File: src/rtl/traffic_sensor_conditioner_if.sv
// Signal bundle between the raw detectors, the light controller and the sensor conditioner.
// The interface is level-based with no valid/ready handshake. Sensors and starve
// are continuous levels derived from registered state. Raw and light inputs may
// change at any time and are sampled on the next rising clock edge.
interface traffic_sensor_conditioner_if;
  logic       ew_left_raw;
  logic       ew_str_raw;
  logic       ns_raw;
  logic [1:0] ew_left_light;
  logic [1:0] ew_str_light;
  logic [1:0] ns_light;
  logic       ew_left_sensor;
  logic       ew_str_sensor;
  logic       ns_sensor;
  logic [2:0] starve;
  // Per-channel FSM state: [5:4] ew_left, [3:2] ew_str, [1:0] ns.
  logic [5:0] dbg_state;

  modport master (
    output ew_left_raw, ew_str_raw, ns_raw,
    output ew_left_light, ew_str_light, ns_light,
    input  ew_left_sensor, ew_str_sensor, ns_sensor,
    input  starve, dbg_state
  );

  modport slave (
    input  ew_left_raw, ew_str_raw, ns_raw,
    input  ew_left_light, ew_str_light, ns_light,
    output ew_left_sensor, ew_str_sensor, ns_sensor,
    output starve, dbg_state
  );
endinterface

File: src/rtl/traffic_sensor_conditioner.sv
// Per-channel synchronize, debounce, request-latch and starvation tracking for the
// three vehicle detectors feeding the traffic light controller.
module traffic_sensor_conditioner #(
  parameter int DEB_CYCLES = 3,
  parameter int WAIT_W     = 6,
  parameter int MAX_WAIT   = 20
) (
  input logic clk,
  input logic reset,
  traffic_sensor_conditioner_if.slave bus
);

  typedef enum logic [1:0] {
    IDLE  = 2'd0,
    QUAL  = 2'd1,
    REQ   = 2'd2,
    SERVE = 2'd3
  } ch_state_t;

  localparam int                 DEB_W    = $clog2(DEB_CYCLES) + 1;
  localparam logic [DEB_W-1:0]   DEB_LAST = DEB_W'(DEB_CYCLES - 1);
  localparam logic [WAIT_W-1:0]  WAIT_SAT = '1;
  localparam logic [WAIT_W-1:0]  WAIT_LIM = WAIT_W'(MAX_WAIT);
  localparam logic [1:0]         GREEN    = 2'b10;

  // Channel index: 2 = ew_left, 1 = ew_str, 0 = ns (matches starve bit order).
  logic [2:0] raw;
  logic [1:0] light [3];
  logic [2:0] sensor;
  logic [2:0] starve_w;
  logic [5:0] state_w;

  assign raw      = {bus.ew_left_raw, bus.ew_str_raw, bus.ns_raw};
  assign light[2] = bus.ew_left_light;
  assign light[1] = bus.ew_str_light;
  assign light[0] = bus.ns_light;

  for (genvar i = 0; i < 3; i++) begin : g_ch
    logic              s1;
    logic              s2;
    ch_state_t         state;
    logic [DEB_W-1:0]  deb_ctr;
    logic [WAIT_W-1:0] wait_ctr;

    always_ff @(posedge clk) begin
      if (!reset) begin
        s1       <= 1'b0;
        s2       <= 1'b0;
        state    <= IDLE;
        deb_ctr  <= '0;
        wait_ctr <= '0;
      end else begin
        s1 <= raw[i];
        s2 <= s1;
        case (state)
          IDLE: begin
            if (s2) begin
              state   <= QUAL;
              deb_ctr <= DEB_W'(1);
            end
          end
          QUAL: begin
            // A dropout always wins over qualification on the same edge.
            if (!s2) begin
              state   <= IDLE;
              deb_ctr <= '0;
            end else if (deb_ctr == DEB_LAST) begin
              state    <= REQ;
              deb_ctr  <= '0;
              wait_ctr <= '0;
            end else begin
              deb_ctr <= deb_ctr + 1'b1;
            end
          end
          REQ: begin
            if (light[i] == GREEN) begin
              state    <= SERVE;
              wait_ctr <= '0;
            end else if (wait_ctr != WAIT_SAT) begin
              wait_ctr <= wait_ctr + 1'b1;
            end
          end
          SERVE: begin
            // A car still present when green ends re-requests immediately.
            if (light[i] != GREEN) begin
              if (s2) begin
                state    <= REQ;
                wait_ctr <= '0;
              end else begin
                state <= IDLE;
              end
            end
          end
          default: state <= IDLE;
        endcase
      end
    end

    // The request is latched in REQ; in SERVE the live presence lets green end early.
    assign sensor[i]           = (state == REQ) || ((state == SERVE) && s2);
    assign starve_w[i]         = (state == REQ) && (wait_ctr >= WAIT_LIM);
    assign state_w[2*i +: 2]   = state;
  end

  assign bus.ew_left_sensor = sensor[2];
  assign bus.ew_str_sensor  = sensor[1];
  assign bus.ns_sensor      = sensor[0];
  assign bus.starve         = starve_w;
  assign bus.dbg_state      = state_w;

endmodule

File: src/flat_wrapper.sv
// flat-port wrapper written by rule: the top's interface ports become plain ports
module traffic_sensor_conditioner_flat 
#(
  parameter int DEB_CYCLES = 3,
  parameter int WAIT_W     = 6,
  parameter int MAX_WAIT   = 20
)
  (clk, reset, bus_ew_left_raw, bus_ew_str_raw, bus_ns_raw, bus_ew_left_light, bus_ew_str_light, bus_ns_light, bus_ew_left_sensor, bus_ew_str_sensor, bus_ns_sensor, bus_starve, bus_dbg_state);
  traffic_sensor_conditioner_if bus_i ();
  input logic clk;
  input logic reset;
  input wire logic [$bits(bus_i.ew_left_raw)-1:0] bus_ew_left_raw;
  input wire logic [$bits(bus_i.ew_str_raw)-1:0] bus_ew_str_raw;
  input wire logic [$bits(bus_i.ns_raw)-1:0] bus_ns_raw;
  input wire logic [$bits(bus_i.ew_left_light)-1:0] bus_ew_left_light;
  input wire logic [$bits(bus_i.ew_str_light)-1:0] bus_ew_str_light;
  input wire logic [$bits(bus_i.ns_light)-1:0] bus_ns_light;
  output wire logic [$bits(bus_i.ew_left_sensor)-1:0] bus_ew_left_sensor;
  output wire logic [$bits(bus_i.ew_str_sensor)-1:0] bus_ew_str_sensor;
  output wire logic [$bits(bus_i.ns_sensor)-1:0] bus_ns_sensor;
  output wire logic [$bits(bus_i.starve)-1:0] bus_starve;
  output wire logic [$bits(bus_i.dbg_state)-1:0] bus_dbg_state;
  assign bus_i.ew_left_raw = bus_ew_left_raw;
  assign bus_i.ew_str_raw = bus_ew_str_raw;
  assign bus_i.ns_raw = bus_ns_raw;
  assign bus_i.ew_left_light = bus_ew_left_light;
  assign bus_i.ew_str_light = bus_ew_str_light;
  assign bus_i.ns_light = bus_ns_light;
  assign bus_ew_left_sensor = bus_i.ew_left_sensor;
  assign bus_ew_str_sensor = bus_i.ew_str_sensor;
  assign bus_ns_sensor = bus_i.ns_sensor;
  assign bus_starve = bus_i.starve;
  assign bus_dbg_state = bus_i.dbg_state;
  traffic_sensor_conditioner #(.DEB_CYCLES(DEB_CYCLES), .WAIT_W(WAIT_W), .MAX_WAIT(MAX_WAIT)) u_core (.clk(clk), .reset(reset), .bus(bus_i));
endmodule
File: config.mk
export PLATFORM = sky130hd
export DESIGN_NAME = traffic_sensor_conditioner_flat
export DESIGN_NICKNAME = d
export VERILOG_FILES = /design/src/rtl/traffic_sensor_conditioner_if.sv /design/src/rtl/traffic_sensor_conditioner.sv /design/src/flat_wrapper.sv
export SDC_FILE = /design/constraint.sdc
export NUM_CORES = 1
export LEC_CHECK = 0
export ABC_AREA = 0
export CAP_MARGIN = 20
export CORE_MARGIN = 2
export CORE_UTILIZATION = 56
export CTS_CLUSTER_DIAMETER = 40
export CTS_CLUSTER_SIZE = 25
export DETAILED_ROUTE_END_ITERATION = 16
export GPL_ROUTABILITY_DRIVEN = 0
export PLACE_DENSITY_LB_ADDON = 0.05
export SLEW_MARGIN = 20
export SYNTH_ARGS = -nofsm -noshare
export SYNTH_HDL_FRONTEND = slang
export SYNTH_SLANG_ARGS = --single-unit
File: constraint.sdc
create_clock -name clk -period 1.85 [get_ports clk]
set_clock_uncertainty 0.05 [all_clocks]
set_input_delay 0.4625 -clock clk [delete_from_list [all_inputs] [get_ports clk]]
set_output_delay 0.4625 -clock clk [all_outputs]
set_load 0.01 [all_outputs]
==> flow_metrics.py, run 1 <==
metrics = {
    "place": {
        "dpl_cell_area_um2": 2600,
        "dp.final_hpwl_um": 3530,
        "port_buffers": 22,
    },
    "logic_synthesis": {
        "yosys_most_used_dff": "sky130_fd_sc_hd__dfxtp_1",
        "synth_cells": 265,
        "synth_edf_count": 0,
        "synth.yosys.warnings": 0,
        "ys_seq_elements": 39,
        "summed_instance_area_of_the_synthesized_netlist_um2": 2180,
        "fraction_of_synthesized_cell_area_taken_by_the_top_area_cell_type": 0.358,
        "yosysUniqueCellTypes": 55,
        "postSynthNetCount": 282,
        "syn_avg_cell_area_um2": 8.23,
        "synth_top_area_cell": "sky130_fd_sc_hd__dfxtp_1",
        "yosysSeqAreaShare": 0.358,
        "synth.top_cells.by_area": "sky130_fd_sc_hd__dfxtp_1, sky130_fd_sc_hd__o21ai_0, sky130_fd_sc_hd__nand2_1",
        "synth-async-reset-ratio": 0,
    },
    "routing": {
        "drt_iter0_markers": 133,
        "met2_length_um": 2340,
        "detail-route-antenna-nets": 0,
        "wire_per_inst_um": 13.5,
        "routed_via_density": 5.80,
        "detailroute.via_count": 2078,
        "detail_route.wirelength.met1_um": 2250,
        "tritonroute_pass_1_iters": 4,
        "detailroute.wirelength.met3_um": 180,
        "detail_route.wirelength_um": 4830,
        "top_routing_layer_in_use": "met4",
        "remaining_drc_errors": 0,
    },
    "clock_tree": {
        "clk_pin_slew_ns": 0.08,
        "postCtsSetupRepairBufs": 0,
        "max_root_sink_buffers": 2,
        "cts-buffers-inserted": 5,
        "tritoncts": "done",
        "clock_sink_count": 39,
        "clock_tree.htree_level_count": 2,
        "clock_latency_ns": 0.29,
        "clk_root_buffer_cell": "sky130_fd_sc_hd__clkbuf_8",
    },
    "grt": {
        "antenna_found_initial": 0,
        "grt_max_degree": 26,
        "number_of_global_route_vias_before_repair": 2010,
        "grt_overflow_total": 0,
        "grt_first_pass_wirelength_um": 8530,
        "grt.total_usage": 0.249,
    },
    "worst_setup_path": {
        "setup.worst_path.class": "reg -> out",
        "worst-endpoint-required_ns": 1.34,
        "worstPathArrival_ns": 1.23,
        "start_kind": "register",
        "endpoint_kind": "primary output",
        "critical_path.max_fanout": 4,
    },
    "final_layout": {
        "finalInstanceArea_um2": 2680,
        "insertedDiodeCount": 0,
        "area.growth.synth_to_final_pct": 22.9,
        "final_layout_size_suffix_gt1_frac": 0.171,
        "final_util": 0.722,
        "nNetsFinal": 326,
        "layout.cells.most_common": "sky130_fd_sc_hd__dfxtp_1",
        "layout_common_cells": "sky130_fd_sc_hd__dfxtp_1, sky130_fd_sc_hd__buf_4, sky130_fd_sc_hd__nand2_1",
    },
    "floorplanning": {
        "chipHeight_um": 66.4,
        "design.core.area_um2": 3720,
        "floorplan.io_pins": 23,
        "fp.dieArea_um2": 4410,
        "start_util": 0.587,
        "placementRows": 22,
        "die_w_um": 66.4,
    },
    "timing": {
        "max_clock_freq_mhz": 573,
        "rsz0062_at_grt": "no",
        "min_period_ns": 1.75,
        "max_slew.worst_pin.slew_ns": 0.643,
        "timing.slew.headroom": 0.571,
        "timing.final.crit_share": 0.944,
        "hold_violations": 0,
        "timing.final.max_slew_violations": 0,
        "finalSetupViolations": 0,
    },
    "pwr": {
        "share_seq_of_total_power": 0.570,
        "ir_drop_mv": 0.537,
        "total_leakage_power_nw": 1.01,
        "netSwitchingPower_w": 0.000342,
        "switching_fraction_of_total_power": 0.227,
        "power_density_nw_per_um2": 563,
        "intPower_w": 0.00117,
        "pwr-share-comb": 0.065,
        "fin_total_pwr_w": 0.00151,
        "power.share.clock": 0.365,
    },
    "flow_run": {
        "drv.max_cap_violation_count": 0,
    },
    "outcome": {
        "run_status": "complete, no violations",
    },
    "min_path": {
        "hp-class": "reg -> reg",
    },
}
## cell type report
type	count	area [um2]
Clock inverter	1	5.00
Tap cell	48	60.1
Inverter	20	75.1
Clock buffer	7	76.3
Multi-Input combinational cell	196	1280
Timing Repair Buffer	47	399
Fill cell	325	1030
Sequential cell	39	787
## what timing repair did
| action | 4_1_cts | 5_1_grt |
|---|---|---|
| hold buffers | 0 | 0 |
| resized for setup | 11 | 1 |
| setup endpoints to repair | 7 | 1 |
| hold endpoints to repair | 0 | 0 |
## critical path, stage by stage, from the launching register on
cell and delay [ns]:
sky130_fd_sc_hd__dfxtp_1 0.34, sky130_fd_sc_hd__nand2b_2 0.20, sky130_fd_sc_hd__a21oi_1 0.13, sky130_fd_sc_hd__dlygate4sd2_1 0.28
## state kept, by name, indices dropped and copies added (netlist names), named ones only
register,count
u_core.g_ch.s2,3
u_core.g_ch.s1,3
u_core.g_ch.wait_ctr,18
u_core.g_ch.state,3
u_core.g_ch.deb_ctr,9
## metrics by stage
stage,setup TNS (ns),std cells,hold WS (ns),setup WS [ns]
after floorplan,0,265,0.362,0.256
after global placement,-1.46,350,0.363,-0.143
after detailed placement,-2.22,350,0.377,-0.225
after CTS,0,358,0.394,0.0780
after global routing,0,358,0.398,0.00118
final,0,358,0.388,0.104
## power by group through the flow
stage          Clock (W)  Combinational (W)  Sequential, W
2_1_floorplan          0          0.0000460       0.000880
3_3_place_gp           0          0.0000957       0.000879
3_5_place_dp           0          0.0000974       0.000880
4_1_cts         0.000562          0.0000980       0.000859
5_1_grt         0.000600           0.000108       0.000861
6_report        0.000552          0.0000981       0.000859
## final timing paths
check	endpoint	depth (start not counted)	slack [ns]	startpoint
max	bus_starve[2]	3	0.10	u_core.g_ch[2].state[0]
min	u_core.g_ch[0].s2	1	0.39	u_core.g_ch[0].s1
max reg2reg	u_core.g_ch[1].wait_ctr[2]	5	0.21	u_core.g_ch[1].wait_ctr[0]
min reg2reg	u_core.g_ch[0].s2	1	0.39	u_core.g_ch[0].s1
## synth_stat cells (3+ instances only)
cell type                   instances
sky130_fd_sc_hd__inv_1             20
sky130_fd_sc_hd__nor2b_1            7
sky130_fd_sc_hd__nand2_1           24
sky130_fd_sc_hd__o21ai_0           18
sky130_fd_sc_hd__and4bb_2           3
sky130_fd_sc_hd__a32oi_1            3
sky130_fd_sc_hd__ha_1               6
sky130_fd_sc_hd__and2_1             9
sky130_fd_sc_hd__a21oi_1           14
sky130_fd_sc_hd__nor3_1             3
sky130_fd_sc_hd__mux2i_1            4
sky130_fd_sc_hd__a221oi_1           4
sky130_fd_sc_hd__nand3_1           10
sky130_fd_sc_hd__o31ai_1            5
sky130_fd_sc_hd__a31oi_1            6
sky130_fd_sc_hd__nand3b_1           3
sky130_fd_sc_hd__nor2_1            23
sky130_fd_sc_hd__o221a_2            5
sky130_fd_sc_hd__nand4_1            4
sky130_fd_sc_hd__a2bb2oi_1          3
sky130_fd_sc_hd__dfxtp_1           39
sky130_fd_sc_hd__o21a_1             4
sky130_fd_sc_hd__nand2b_1           9
sky130_fd_sc_hd__clkbuf_1           6
## per-layer routing
| metal | vias up | GRT usage |
|---|---|---|
| met5 | - | 0 |
| li1 | 1048 | - |
| met2 | 45 | 0.444 |
| met3 | 7 | 0.0562 |
| met1 | 978 | 0.296 |
| met4 | 0 | 0.0714 |
## cell families (layout without fill, tap and decap cells)
group,count (synthesis),count (layout),share of synthesized area
buf+inv,30,75,0.0573
simple gates,106,106,0.267
fa+ha+maj,6,6,0.0344
mux,4,4,0.0183
flops,39,39,0.358
compound gates,80,80,0.265
(Power assumes the default switching activity.)
==> run 2, diff against run 1 <==
--- a/config.mk
+++ b/config.mk
@@ -13,6 +13,7 @@
 export CTS_CLUSTER_SIZE = 25
 export DETAILED_ROUTE_END_ITERATION = 16
 export GPL_ROUTABILITY_DRIVEN = 0
+export GPL_TIMING_DRIVEN = 0
 export PLACE_DENSITY_LB_ADDON = 0.05
 export SLEW_MARGIN = 20
 export SYNTH_ARGS = -nofsm -noshare
==> run 2 against run 1 <==
Effect of this change:
- non-clock buffer count shrank 16
- sequential cell count did not move
- critical path depth is 2 higher
- register-to-register slack got worse by 0.04 ns
- final cell count is 4.5% lower
- via count decreased by 4.8%
- sequential share of layout area up 1.7 points
- clock power grew 0.9%
- combinational power shrank 12%
- fmax shrank 3.0%
- first-iteration DRC count down 45%
==> flow_metrics.py, run 2 (synthesized netlist as in run 1, its figures left out) <==
metrics = {
    "outcome": {
        "run_status": "complete, no violations",
    },
    "grt": {
        "grt_first_pass_wirelength_um": 7710,
        "number_of_global_route_vias_before_repair": 1751,
        "grt.total_usage": 0.227,
        "grt_overflow_total": 0,
        "antenna_found_initial": 0,
        "grt_max_degree": 12,
    },
    "clock_tree": {
        "clock_tree.htree_level_count": 2,
        "postCtsSetupRepairBufs": 0,
        "cts-buffers-inserted": 5,
        "max_root_sink_buffers": 2,
        "clock_latency_ns": 0.29,
        "clk_pin_slew_ns": 0.07,
        "clock_sink_count": 39,
        "tritoncts": "done",
        "clk_root_buffer_cell": "sky130_fd_sc_hd__clkbuf_8",
    },
    "worst_setup_path": {
        "setup.worst_path.class": "in -> reg",
        "critical-path-top-delay-family": "simple AND/OR/NAND/NOR gates",
        "worstPathArrival_ns": 1.95,
        "worst-endpoint-required_ns": 2.00,
        "start_kind": "input pin",
        "critical_path.max_fanout": 6,
        "endpoint_kind": "register",
        "r2r_setup_slack_ns": 0.17,
        "critical_path.slowest_cell": "sky130_fd_sc_hd__clkdlybuf4s50_1",
        "critical_path.max_stage_delay_ns": 0.49,
        "path_cells": "clkdlybuf4s50_1 > nor2b_2 > o21ai_1 > or2_2 > a221oi_1",
        "cp_num_buf_inv": 1,
    },
    "final_layout": {
        "nNetsFinal": 310,
        "area.growth.synth_to_final_pct": 17.0,
        "insertedDiodeCount": 0,
        "fill_cells": 330,
        "layout_common_cells": "sky130_fd_sc_hd__dfxtp_1, sky130_fd_sc_hd__nand2_1, sky130_fd_sc_hd__nor2_1",
        "layout_top_registers": "u_core.g_ch.wait_ctr: 18 flops, u_core.g_ch.deb_ctr: 9 flops",
        "largest_register_ffs": 18,
        "regMostFlops": "u_core.g_ch.wait_ctr",
        "layout.cells.most_common": "sky130_fd_sc_hd__dfxtp_1",
        "final_layout_size_suffix_gt1_frac": 0.136,
        "multi_input_comb_area_um2": 1290,
        "seq_area_um2": 793,
    },
    "place": {
        "port_buffers": 21,
        "dp.final_hpwl_um": 3160,
    },
    "pwr": {
        "ir_drop_mv": 0.432,
        "power_density_nw_per_um2": 590,
        "fin_total_pwr_w": 0.00151,
        "total_leakage_power_nw": 0.891,
    },
    "floorplanning": {
        "fp.dieArea_um2": 4410,
        "design.core.area_um2": 3720,
        "chipHeight_um": 66.4,
        "start_util": 0.587,
        "placementRows": 22,
        "die_w_um": 66.4,
        "floorplan.io_pins": 23,
    },
    "timing": {
        "setup-tns-final_ns": 0,
        "timing.final.max_slew_violations": 0,
        "min_period_ns": 1.80,
        "timing.final.crit_share": 0.973,
        "finalSetupViolations": 0,
        "max_slew.worst_pin.slew_ns": 0.588,
        "hold_violations": 0,
        "timing.slew.headroom": 0.608,
        "max_clock_freq_mhz": 555,
    },
    "min_path": {
        "hp-class": "reg -> reg",
    },
    "routing": {
        "detail-route-antenna-nets": 0,
        "detailroute.via_count": 1978,
        "wire_per_inst_um": 13.4,
        "drt_iter0_markers": 73,
        "routed_via_density": 5.78,
        "tritonroute_pass_1_iters": 4,
        "remaining_drc_errors": 0,
        "detail_route.wirelength_um": 4580,
    },
    "flow_run": {
        "drv.max_cap_violation_count": 0,
    },
}
[run 2: layer usage]
layer / global-route usage / wire, um
met1: 0.284 / 2110
met2: 0.373 / 2160
met3: 0.0511 / 247
met4: 0.0995 / 68
met5: 0 / 0
[run 2: power by group]
| part | switching [W] | internal [W] |
|---|---|---|
| Clock | 0.000292 | 0.000264 |
| Combinational | 0.0000436 | 0.0000424 |
| Sequential | 0.0000132 | 0.000849 |
[run 2: worst register-to-register path: stages, from the launching register on]
cell,delay [ns]
sky130_fd_sc_hd__dfxtp_1,0.32
sky130_fd_sc_hd__buf_6,0.14
sky130_fd_sc_hd__or4b_1,0.52
sky130_fd_sc_hd__o21a_1,0.13
sky130_fd_sc_hd__o22ai_2,0.25
sky130_fd_sc_hd__mux2i_1,0.22
[run 2: worst paths after layout]
| check | startpoint | to | cells after the start |
|---|---|---|---|
| setup / recovery | bus_ew_left_light[1] | u_core.g_ch[2].wait_ctr[2] | 5 |
| hold / removal | u_core.g_ch[2].s1 | u_core.g_ch[2].s2 | 1 |
| setup reg to reg | register | u_core.g_ch[1].wait_ctr[0] | 5 |
| hold reg to reg | u_core.g_ch[2].s1 | u_core.g_ch[2].s2 | 1 |
[run 2: final cells by class]
cell class              instances  area share
well taps                      48      0.0235
repair buffers                 21      0.0750
plain buffers                  10      0.0235
inverters                      20      0.0294
clock inverters                 1     0.00196
multi-input cells             196       0.506
flip-flops and latches         39       0.311
clock buffers                   7      0.0299
[run 2: per-stage QoR]
step,utilization,area (um2),setup WS (ns),std cells,hold WS [ns]
floorplan,-,2180,0.256,265,0.362
global placement,0.660,2450,-0.367,334,0.363
detailed placement,0.660,2450,-0.366,334,0.377
CTS,0.688,2560,0.00291,342,0.387
global route,0.687,2550,-0.0133,342,0.409
finish,0.687,2550,0.0497,342,0.384
[run 2: timing repair]
action	CTS	global route
endpoints found under the setup margin	10	6
resized for setup	21	9
hold buffers	0	0
cloned	0	0
==> RTL edit 1, RTL diff (config.mk and constraints of run 2) <==
Make the reset (`reset`) asynchronous in one clocked block.
--- a/src/rtl/traffic_sensor_conditioner.sv
+++ b/src/rtl/traffic_sensor_conditioner.sv
@@ -42,7 +42,7 @@
     logic [DEB_W-1:0]  deb_ctr;
     logic [WAIT_W-1:0] wait_ctr;
 
-    always_ff @(posedge clk) begin
+    always_ff @(posedge clk or negedge reset) begin
       if (!reset) begin
         s1       <= 1'b0;
         s2       <= 1'b0;
Check against the original RTL: differs if reset is asserted again (counterexample within 4 cycles, from zero or initial values and one cycle with reset low); with reset held inactive, the same outputs for 10 cycles.
==> RTL edit 1 against run 2 <==
Setup slack better by 0.010 ns; area after synthesis down 2.9%; utilization grew 1.3 points; sequential cell count stayed put; wire length fell by 7.9%; cell area rose by 0.39%; global-route usage shrank 0.59 points; register-to-register slack worse by 0.11 ns.
Power is not compared: it rests on default switching activity, and its combinational part moved more than twofold at a synthesized area within 25%.
==> RTL edit 1: results (changes against run 2) <==
grt:
  grt_pass1_wl_um: 7440  # -3.5%
  grt_pass1_vias: 1689  # -3.5%
  grtUsageTotal: 0.221  # -0.00589
  grt_max_degree: 32  # +20
  antenna_found_initial: 0  # unchanged
drt:
  first_pass_iters: 4  # unchanged
  routed_wl_um: 4220  # -7.9%
  vias: 1815  # -8.2%
  drt_iter0_drc: 259  # +250%
setup_path:
  crit_slowest_cell: "dfrtp_2"
  crit_path_max_incr_delay_ns: 0.44  # -0.05 ns
  worst_ep_arrival_time_ns: 1.91  # -0.04 ns
  critPathTopFamily: "multiplexers"
  path_max_fanout: 6  # unchanged
logic_synthesis:
  synth_area_leaders: "dfrtp_1 46%, o21ai_0 5.0%, nand2_1 4.8%, a21oi_1 4.0%, ha_1 3.5%"
  synth_nets: 248  # -12%
  yosysSeqAreaShare: 0.460  # +0.103
  async_flop_share: 1.00  # +1.00
  synthFlopType: "dfrtp_1"
  yosysWarnings: 0  # unchanged
  synth_common_cells: "39 x dfrtp_1, 27 x nand2_1, 21 x o21ai_0"
  synth_cell_types: 42  # -24%
layout:
  drive_above_1_share: 0.126  # -0.00966
  final_nets: 285  # -8.1%
  fillCellCount: 288  # -13%
status:
  status: "completed"
clock_tree:
  h-tree-depth: 2  # unchanged
  clockBufferDepth: 2  # unchanged
  numCtsBuffers: 5  # unchanged
  clk_pin_slew_worst_paths_ns: 0.08
  clkLatencyLatePin_ns: 0.29  # about the same
min_path:
  hp-class: "flop to flop"
placement:
  hpwl_um: 2900  # -8.3%
  pre_cts_ws_ns: -0.356  # +0.00941 ns
  io_buffers: 22  # +4.8%
power:
  power.leakage_uw: 0.00112
  ir_drop_uv: 874
sta:
  maxSlewHeadroom: 0.720  # +0.111
==> RTL edit 1: changes by cell type in the layout (fill, tap and decap cells not counted), sizes merged, moves of 4 or more <==
| cell | run 2 | this run |
|---|---|---|
| dfrtp | 0 | 39 |
| nor2 | 23 | 13 |
| o21a | 4 | 0 |
| dfxtp | 39 | 0 |
| o221a | 5 | 0 |
| a221oi | 5 | 0 |
| o31ai | 5 | 1 |
| and2 | 10 | 4 |
==> RTL edit 1: through the flow <==
step | hold WS [ns] | cell area (um2) | cells
finish | 0.306 | 2560 | 317
global route | 0.321 | 2560 | 317
CTS | 0.310 | 2560 | 316
detailed placement | 0.290 | 2410 | 302
global placement | 0.281 | 2400 | 301
floorplan | 0.117 | 2120 | 231
==> RTL edit 1: power breakdown <==
part           internal [uW]  switching [uW]  total (uW)
clock network            265             286         550
logic                    716             774        1490
registers               1080             247        1330
==> RTL edit 1: routing by layer <==
metal / wire [um] / track usage / vias up
met1: 1990 / 0.306 / 853
met5: 0 / 0 / -
met3: 181 / 0.0514 / 5
met2: 1990 / 0.347 / 48
met4: 53 / 0.0703 / 0
li1: - / - / 909
==> RTL edit 1: repair_timing <==
action / CTS / global route
hold buffers: 1 / 0
endpoints found under the setup margin: 11 / 11
endpoints found under the hold margin: 8 / 0
buffers inserted: 5 / 1
gates resized for setup: 22 / 13
pin swaps: 1 / 1
==> RTL edit 1: kinds of logic (layout without fill, tap and decap cells) <==
logic type / Yosys count / count (layout) / synth area share
AO/OA/AOI/OAI: 73 / 73 / 0.227
flip-flops: 39 / 39 / 0.460
adder cells (fa/ha/maj): 6 / 6 / 0.0354
AND/OR/NAND/NOR: 84 / 84 / 0.202
buffers and inverters: 22 / 60 / 0.0390
multiplexers: 7 / 7 / 0.0360
==> RTL edit 1: worst paths after layout <==
check	startpoint	to	slack [ns]	depth (start not counted)
min	u_core.g_ch[1].s1	u_core.g_ch[1].s2	0.31	0
max reg2reg	u_core.g_ch[0].deb_ctr[2]	u_core.g_ch[0].wait_ctr[0]	0.06	4
min reg2reg	u_core.g_ch[1].s1	u_core.g_ch[1].s2	0.31	0
min in group asynchronous	reset	asynchronous set/reset pin	0.51	2
max	u_core.g_ch[0].deb_ctr[2]	u_core.g_ch[0].wait_ctr[0]	0.06	4
max in group asynchronous	reset	u_core.g_ch[0].state[0]	0.79	3
==> RTL edit 1: cell type report <==
| cell class | count | area share |
|---|---|---|
| clock buffer | 7 | 0.0298 |
| sequential | 39 | 0.383 |
| buffer | 4 | 0.00927 |
| timing repair buffer | 30 | 0.103 |
| multi-input combinational | 170 | 0.423 |
| tap | 48 | 0.0234 |
| clock inverter | 1 | 0.00195 |
| inverter | 18 | 0.0264 |
==> RTL edit 2, RTL diff (settings of run 2) <==
Without the edit above. `DEB_CYCLES` is set to 3 in 2 places; all go to 6.
--- a/src/rtl/traffic_sensor_conditioner.sv
+++ b/src/rtl/traffic_sensor_conditioner.sv
@@ -1,7 +1,7 @@
 // Per-channel synchronize, debounce, request-latch and starvation tracking for the
 // three vehicle detectors feeding the traffic light controller.
 module traffic_sensor_conditioner #(
-  parameter int DEB_CYCLES = 3,
+  parameter int DEB_CYCLES = 6,
   parameter int WAIT_W     = 6,
   parameter int MAX_WAIT   = 20
 ) (
--- a/src/flat_wrapper.sv
+++ b/src/flat_wrapper.sv
@@ -1,7 +1,7 @@
 // flat-port wrapper written by rule: the top's interface ports become plain ports
 module traffic_sensor_conditioner_flat 
 #(
-  parameter int DEB_CYCLES = 3,
+  parameter int DEB_CYCLES = 6,
   parameter int WAIT_W     = 6,
   parameter int MAX_WAIT   = 20
 )
Check against the original RTL: not equivalent (a bounded check fails within 10 cycles, from zero or initial values and one cycle with reset low).
==> RTL edit 2 against run 2 <==
Area after synthesis rose by 6.1%; non-clock buffer count rose by 3; clock power rose by 2%; cell area rose by 7.9%; wire length rose by 5.2%; setup slack got worse by 0.00074 ns; sequential share of layout area rose by 0.14 points; combinational power rose by 15%; die area rose by 5.7%; sequential cell count rose by 3; total power rose by 6.2%; first-iteration DRC count fell by 4.1%; register-to-register slack got worse by 0.12 ns; critical endpoint is now u_core.g_ch[1].deb_ctr[3].
==> RTL edit 2: results (changes against run 2) <==
status:
  status: "completed"
setup_path:
  crit_slowest_cell: "or4_4"
  path_max_fanout: 5  # -1
  rrSetupSlack_ns: 0.05  # -0.12 ns
  worst_ep_arrival_time_ns: 1.98  # +0.03 ns
drt:
  first_pass_iters: 4  # unchanged
  routed_wl_um: 4820  # +5.2%
  drt_iter0_drc: 70  # -4.1%
  vias: 2064  # +4.3%
  wl_per_cell_um: 13.5  # +0.51%
layout:
  final_nets: 332  # +7.1%
  antenna_cells: 0  # unchanged
  drive_above_1_share: 0.162  # +0.0263
  fillCellCount: 360  # +9.1%
  reg_top3: "u_core.g_ch.wait_ctr x18, u_core.g_ch.deb_ctr x12"
placement:
  hpwl_um: 3330  # +5.2%
  placed_cells: 348  # +4.2%
logic_synthesis:
  synth_common_cells: "42 x dfxtp_1, 29 x nand2_1, 18 x inv_1"
  yosysSeqAreaShare: 0.363  # +0.00545
  yosys.area.top_type_share: 0.363  # +0.00545
  synth_cell_types: 46  # -16%
  synth_area_leaders: "dfxtp_1 36%, ha_1 6.5%, nand2_1 4.7%, o221a_2 4.4%, nor2b_1 3.8%"
  synth_nets: 300  # +6.4%
  avgSynthCellArea_um2: 8.36  # +1.5%
sta:
  hold_slack_ns: 0.386  # +0.00177 ns
  maxSlewHeadroom: 0.629  # +0.0207
clock_tree:
  clkLatencyLatePin_ns: 0.29  # about the same
power:
  power.leakage_uw: 0.00102  # +15%
  ir_drop_uv: 480  # +11%
  p_int_uw: 1250  # +8.5%
min_path:
  min_path_cells: 1  # unchanged
  hp-class: "flop to flop"
grt:
  grt_max_degree: 12  # unchanged
  grt_pass1_wl_um: 7910  # +2.7%
  grt_pass1_vias: 1829  # +4.5%
  grtUsageTotal: 0.224  # -0.00362
## RTL edit 2: cell count changes after synthesis, sizes merged, moves of 4 or more
cell    before  now
nor2        23   12
nor2b        7   14
ha           6   12
a21boi       1    6
and3         1    6
nand2       24   29
o31ai        5    0
a221oi       5    1
a31oi        6   10
o221a        5    9
## RTL edit 2: cell families after synthesis
kind of cell               share of synthesized area
xor gates and xnor gates                     0.00757
AOI/OAI and AO/OA                              0.232
buffers and inverters                         0.0481
and+or+nand+nor                                0.266
muxes                                         0.0173
adders and majority gates                     0.0649
DFF                                            0.363
## RTL edit 2: layer usage
metal	up-vias	wire, um	track usage
met4	0	63	0.0775
met2	44	2250	0.364
met5	-	0	0
li1	1063	-	-
met1	952	2340	0.297
met3	5	163	0.0395
## RTL edit 2: area by class of cell
| type | instances | area, um2 | area share |
|---|---|---|---|
| Inverter | 18 | 67.6 | 0.0245 |
| Tap cell | 50 | 62.6 | 0.0227 |
| Timing Repair Buffer | 26 | 234 | 0.0849 |
| Clock buffer | 6 | 82.6 | 0.0300 |
| Buffer | 8 | 36.3 | 0.0132 |
| Multi-Input combinational cell | 208 | 1410 | 0.513 |
| Sequential cell | 42 | 860 | 0.312 |
## RTL edit 2: worst register-to-register path: stages, from the launching register on
cell and delay (ns):
dfxtp_4 0.37, ha_4 0.16, and3b_2 0.25, or4_4 0.50
a211o_1 0.32, a21boi_2 0.11
## RTL edit 2: path summary, 6_finish.rpt
path,end,startpoint
max,u_core.g_ch[1].deb_ctr[3],u_core.g_ch[1].deb_ctr[0]
min,u_core.g_ch[2].s2,u_core.g_ch[2].s1
max reg2reg,u_core.g_ch[1].deb_ctr[3],u_core.g_ch[1].deb_ctr[0]
min reg2reg,u_core.g_ch[2].s2,u_core.g_ch[2].s1
## RTL edit 2: metrics by stage
stage,instance area (um2),setup slack (ns)
2_1_floorplan,2310,0.00156
3_3_place_gp,2590,-0.540
3_5_place_dp,2590,-0.574
4_1_cts,2710,0.00310
5_1_grt,2760,-0.0175
6_report,2760,0.0489
## RTL edit 2: what timing repair did
item                                   4_1_cts  5_1_grt
gates resized for setup                     24       16
gates cloned                                 0        0
setup endpoints to repair                   14       12
pin swaps                                    1        2
endpoints found under the hold margin        0        0
setup buffers                                1        4
## RTL edit 2: power groups by stage
| stage | Clock (uW) | Combinational, uW | Sequential (uW) |
|---|---|---|---|
| 3_3_place_gp | 0 | 91.7 | 950 |
| 6_report | 570 | 98.9 | 930 |
| 2_1_floorplan | 0 | 53.0 | 948 |
| 5_1_grt | 623 | 112 | 932 |
| 4_1_cts | 592 | 94.6 | 930 |
| 3_5_place_dp | 0 | 93.3 | 950 |
